[src/rtl/lvt_regfile_nwmr.sv]
// Multiported register file: NW one-write banks replicated per read port,
// with a live value table selecting the bank that holds each entry's newest value.
module lvt_regfile_nwmr #(
  parameter int WIDTH  = 32,
  parameter int DEPTH  = 16,
  parameter int NW     = 2,
  parameter int NR     = 4,
  parameter int BYPASS = 1,
  localparam int AW    = $clog2(DEPTH),
  localparam int LW    = (NW > 1) ? $clog2(NW) : 1
) (
  input  logic                clock,
  input  logic                reset_n,
  output logic                ready,
  input  logic [NW-1:0]       we,
  input  logic [NW*AW-1:0]    write_addr,
  input  logic [NW*WIDTH-1:0] write_data,
  input  logic [NR*AW-1:0]    read_addr,
  output logic [NR*WIDTH-1:0] read_data
);

  typedef enum logic {CLEAR, RUN} state_t;

  state_t          state_reg;
  logic [AW-1:0]   clr_cnt_reg;
  logic            ready_reg;
  logic            run;
  logic            clearing;
  logic [NW-1:0]   wr_en;
  logic [LW-1:0]   lvt [DEPTH];
  logic [WIDTH-1:0] bank_rd [NR][NW];

  assign run      = (state_reg == RUN);
  assign clearing = (state_reg == CLEAR) && reset_n;
  assign ready    = ready_reg;

  always_ff @(posedge clock) begin
    if (!reset_n) begin
      state_reg   <= CLEAR;
      clr_cnt_reg <= '0;
      ready_reg   <= 1'b0;
    end else begin
      case (state_reg)
        CLEAR: begin
          clr_cnt_reg <= clr_cnt_reg + 1'b1;
          if (clr_cnt_reg == AW'(DEPTH - 1)) begin
            state_reg <= RUN;
            ready_reg <= 1'b1;
          end
        end
        default: ready_reg <= 1'b1;
      endcase
    end
  end

  // A port is dropped when any higher-index enabled port targets the same address.
  always_comb begin
    wr_en = '0;
    for (int i = 0; i < NW; i++) begin
      wr_en[i] = we[i] && run;
      for (int k = i + 1; k < NW; k++) begin
        if (we[k] && (write_addr[k*AW +: AW] == write_addr[i*AW +: AW]))
          wr_en[i] = 1'b0;
      end
    end
  end

  // Winning writes have distinct addresses, so loop order does not matter here.
  always_ff @(posedge clock) begin
    if (clearing) begin
      lvt[clr_cnt_reg] <= '0;
    end else begin
      for (int i = 0; i < NW; i++) begin
        if (wr_en[i])
          lvt[write_addr[i*AW +: AW]] <= LW'(i);
      end
    end
  end

  for (genvar gi = 0; gi < NW; gi++) begin : g_bank
    for (genvar gj = 0; gj < NR; gj++) begin : g_rep
      logic [WIDTH-1:0] mem [DEPTH];

      always_ff @(posedge clock) begin
        if (clearing)
          mem[clr_cnt_reg] <= '0;
        else if (wr_en[gi])
          mem[write_addr[gi*AW +: AW]] <= write_data[gi*WIDTH +: WIDTH];
      end

      assign bank_rd[gj][gi] = mem[read_addr[gj*AW +: AW]];
    end
  end

  always_comb begin
    read_data = '0;
    for (int j = 0; j < NR; j++) begin
      logic [LW-1:0]    sel;
      logic [WIDTH-1:0] word;
      sel  = lvt[read_addr[j*AW +: AW]];
      word = '0;
      for (int i = 0; i < NW; i++) begin
        if (sel == LW'(i))
          word = bank_rd[j][i];
      end
      if (BYPASS != 0) begin
        for (int i = 0; i < NW; i++) begin
          if (we[i] && (write_addr[i*AW +: AW] == read_addr[j*AW +: AW]))
            word = write_data[i*WIDTH +: WIDTH];
        end
      end
      if (!run)
        word = '0;
      read_data[j*WIDTH +: WIDTH] = word;
    end
  end

endmodule

[config.mk]
export PLATFORM = sky130hd
export DESIGN_NAME = lvt_regfile_nwmr
export DESIGN_NICKNAME = d
export VERILOG_FILES = /design/src/rtl/lvt_regfile_nwmr.sv
export SDC_FILE = /design/constraint.sdc
export NUM_CORES = 2
export LEC_CHECK = 0
export CAP_MARGIN = 10
export CORE_MARGIN = 8
export CORE_UTILIZATION = 55
export DETAILED_ROUTE_END_ITERATION = 7
export HOLD_SLACK_MARGIN = 0.06
export PLACE_DENSITY_LB_ADDON = 0.12
export SYNTH_ARGS = -nofsm -noshare
export SYNTH_HDL_FRONTEND = slang
export SYNTH_MEMORY_MAX_BITS = 65536
export SYNTH_SLANG_ARGS = --single-unit
[constraint.sdc]
create_clock -name clock -period 8.35 [get_ports clock]
set_input_delay 0.835 -clock clock [delete_from_list [all_inputs] [get_ports clock]]
set_output_delay 0.835 -clock clock [all_outputs]
set_load 0.03 [all_outputs]
==> key figures <==
Worst setup path
  – Crit Reg-Reg Startpoint: run
  – CP Data Required Time: 7.52 ns
  – Reg2Reg Depth: 6
  – Reg2reg setup slack: 4.61 ns
  – Kind of critical path: in2out
  – Worst R2R End: g_bank[0].g_rep[3].mem[9][8]
  – Worst Setup Start Kind: primary input
  – Critical path cell sequence: clkdlybuf4s50_1 -> xor2_1 -> nor3_1 -> and3_2 -> nor2_2 -> and3_2 -> a221o_1 -> clkdlybuf4s50_1
  – Worst path slowest cell: and3_2
  – Worst Setup SP: write_addr[4]
  – Worst-path maximum fanout: 31
  – WP buf/inv: 2
  – Crit path DAT: 5.30 ns
  – Crit-path leading delay family: simple AND/OR/NAND/NOR gates
  – Slowest stage delay, CP: 0.87 ns
  – CP Capture Type: primary output

Timing
  – Max_slew headroom: 16.3%
  – Post-route minimum period: 6.13 ns
  – Setup_tns: 0 ns
  – Slew at the pin closest to its max-slew limit: 1.25 ns
  – FMAX: 163 MHz
  – Hold slack: 0.478 ns
  – Final Max Slew Viols: 0
  – Setup Skew: 0.0270 ns
  – Fin crit share: 73.5%
  – Final setup viols: 0
  – Final hold vios: 0
  – RSZ-0062 raised after global routing: false

Clocking
  – Clk pin slew, worst setup/hold paths: 0.06 ns
  – PostCTS Resize Cnt: 0
  – Worst-Skew Late Latency: 0.75 ns
  – Root buffer cell: clkbuf_16
  – Clock tree buffer depth: 3
  – Post-CTS setup buffers: 0
  – Clk sinks: 1046
  – TritonCTS clock tree: done
  – # hold bufs at CTS: 0
  – Cts bufs inserted: 115
  – H-tree Lvls: 3

Power and ir drop
  – P_sw: 0.00348 W
  – Logic pwr share: 14.9%
  – Pwr/cell area: 168 nW/um2
  – Worst vdd ir: 186 uV
  – Leakage power: 25.5 nW
  – Switch share: 27.1%
  – Overall power: 0.0129 W
  – Clk pwr share: 39.8%
  – Seq pwr share: 45.3%
  – Int Power: 0.00938 W

Cells and area
  – Area delta synth->final: 10.1%
  – Share of cells above drive strength 1: 23.7%
  – Largest register FFs: 1024
  – Layout Nets: 4935
  – Post-Layout Cell Count: 6600

Min path
  – Worst Hold End: ready
  – WHS Path Cells: 1
  – Beginning of the worst hold path: ready
  – Worst hold path type: reg2reg

Routing
  – DR vias/cell: 8.14
  – Antenna viol nets, final: 0
  – First-pass DRT Iterations: 7
  – Overall routed net length: 284 mm
  – Vias post-DR: 53700
  – Residual DRC: 0
  – Iter 0 DRT Violations: 8718
  – Routed length per instance: 43.0 um

GRT
  – Gr ovfl total: 0
  – Initial antenna violation count: 15
  – First-pass GRT wire length: 394 mm
  – All-layer global routing usage: 40.5%
  – Largest net degree at the start of global routing: 112
  – Vias in the first global route: 51700

Placed design
  – Final HPWL DP: 166 mm
  – Port bufs: 220
  – Gpl congestion: 1.02
  – Placed insts: 6374

Synthesis
  – Syn Inst Count: 4896
  – Synth cell types: 59
  – Post-synthesis sequential area ratio: 44.9%
  – Share of flip-flops with an asynchronous set or reset: 0%
  – Number of synthesized flops with an enable pin: 1024
  – Dominant synthesized flop cell: edfxtp_1
  – Syn_nets: 4989
  – Yosys warning count: 0
  – Mapped cell area: 69400 um2
  – Mean Syn Cell Area: 14.2 um2
  – Synth Register Bits: 1046

Floorplan
  – Die ar.: 138000 um2
  – Core area: 125000 um2
  – FP Rows: 130
  – IO Pins: 221
  – Width of the die: 371 um
  – Die Ht: 371 um
  – Initial cell density of the core: 55.4%

Outcome
  – Status: completed

Job
  – Max Cap Violations: 0
## metrics by stage
step                      setup WS, ns  util [%]  cell area (um2)
after global placement            2.43      57.9            72600
after floorplan                   4.31         -            69400
after global routing              2.15      60.9            76400
final                             2.22      60.9            76400
after detailed placement          2.40      57.9            72600
after CTS                         2.38      60.9            76400
## final cells by class
cell class	count	area (um2)
flip-flops and latches	1046	31200
clock inverters	73	603
diodes	7	17.5
multi-input cells	3318	36000
clock buffers	145	3120
fillers	9434	49000
repair buffers	341	3300
well taps	1650	2060
inverters	20	90.1
## cells in the final DEF, fill, tap and decap left out, types with 6 or more instances in the layout
cell type        instances
nor2_1                  19
a211oi_1                76
clkbuf_16              118
nand2b_1                40
inv_1                   13
nand3_1                 76
nor2_4                  21
o2111ai_1               30
clkbuf_8                 7
xnor2_1                 20
buf_4                  110
and3_1                  64
mux2i_1                586
o22ai_4                  6
a21oi_1                224
o221ai_1                31
diode_2                  7
a22oi_1                183
dfxtp_1                 21
buf_8                    9
nor2b_1                  9
nand2_1                411
nor3b_1                  8
buf_12                  11
bufinv_16                9
xor2_1                  18
edfxtp_1              1024
clkdlybuf4s50_1        203
o21ai_0                164
clkinv_2                25
a22o_1                  41
clkbuf_1                20
o211ai_1                30
and2_1                 108
a31oi_1                  7
clkinv_1                28
inv_6                    8
mux4_2                 782
a221o_1                 67
a221oi_1               226
## how the worst max path moves through the flow
stage	cells after the start	slack, ns	end
final	8	2.22	read_data[46]
after global routing	8	2.15	read_data[46]
after CTS	8	2.38	read_data[46]
after detailed placement	8	2.40	read_data[46]
after global placement	8	2.43	read_data[46]
after floorplan	7	4.31	g_bank[0].g_rep[3].mem[12][0]
## cells in the mapped netlist (7+ instances only)
cell,number,share of area (%)
edfxtp_1,1024,44
mux4_2,782,25
mux2i_1,586,8.4
nand2_1,414,2.2
clkbuf_1,289,1.6
a221oi_1,226,2.9
a21oi_1,225,1.6
a22oi_1,183,2.0
o21ai_0,164,1.2
and2_1,113,1.0
buf_2,96,0.69
a211oi_1,78,0.84
nand3_1,77,0.56
a221o_1,67,0.97
and3_1,66,0.59
buf_4,63,0.68
a22o_1,43,0.54
nor2_1,42,0.23
nand2b_1,40,0.36
buf_6,37,0.60
o221ai_1,31,0.39
o2111ai_1,30,0.38
o211ai_1,30,0.32
buf_1,27,0.15
dfxtp_1,22,0.63
xnor2_1,20,0.25
xor2_1,18,0.23
inv_1,17,0.092
nor2b_1,16,0.14
nor3b_1,8,0.087
a31oi_1,7,0.063
## cell families after synthesis
kind of cell | synth area share, %
DFF | 44.9
buffers and inverters | 3.79
and+or+nand+nor | 5.41
AOI/OAI and AO/OA | 11.5
muxes | 33.9
adders and majority gates | 0.0180
xor gates and xnor gates | 0.479
## power by group through the flow
stage	registers, W	logic (W)	clock network, W
after floorplan	0.00591	0.00118	0
after global placement	0.00593	0.00184	0
after detailed placement	0.00594	0.00184	0
after CTS	0.00583	0.00185	0.00513
after global routing	0.00584	0.00194	0.00532
final	0.00583	0.00192	0.00512
## routing by layer
layer	track usage [%]	part of all wire, %	wire length [um]
met1	52.3	33	94800
met2	58.4	42	120000
met3	14.5	16	45400
met4	25.3	8.2	23300
met5	0	0.044	126
## worst register-to-register path, cell delays in order, from the launching register on
cell and delay (ns):
dfxtp_2 0.57, nand2_1 0.16, a31oi_4 0.16, buf_4 0.60, nor3b_1 0.50, a22o_2 0.81
buf_4 0.55
No activity file was read; power rests on OpenSTA's default activity.
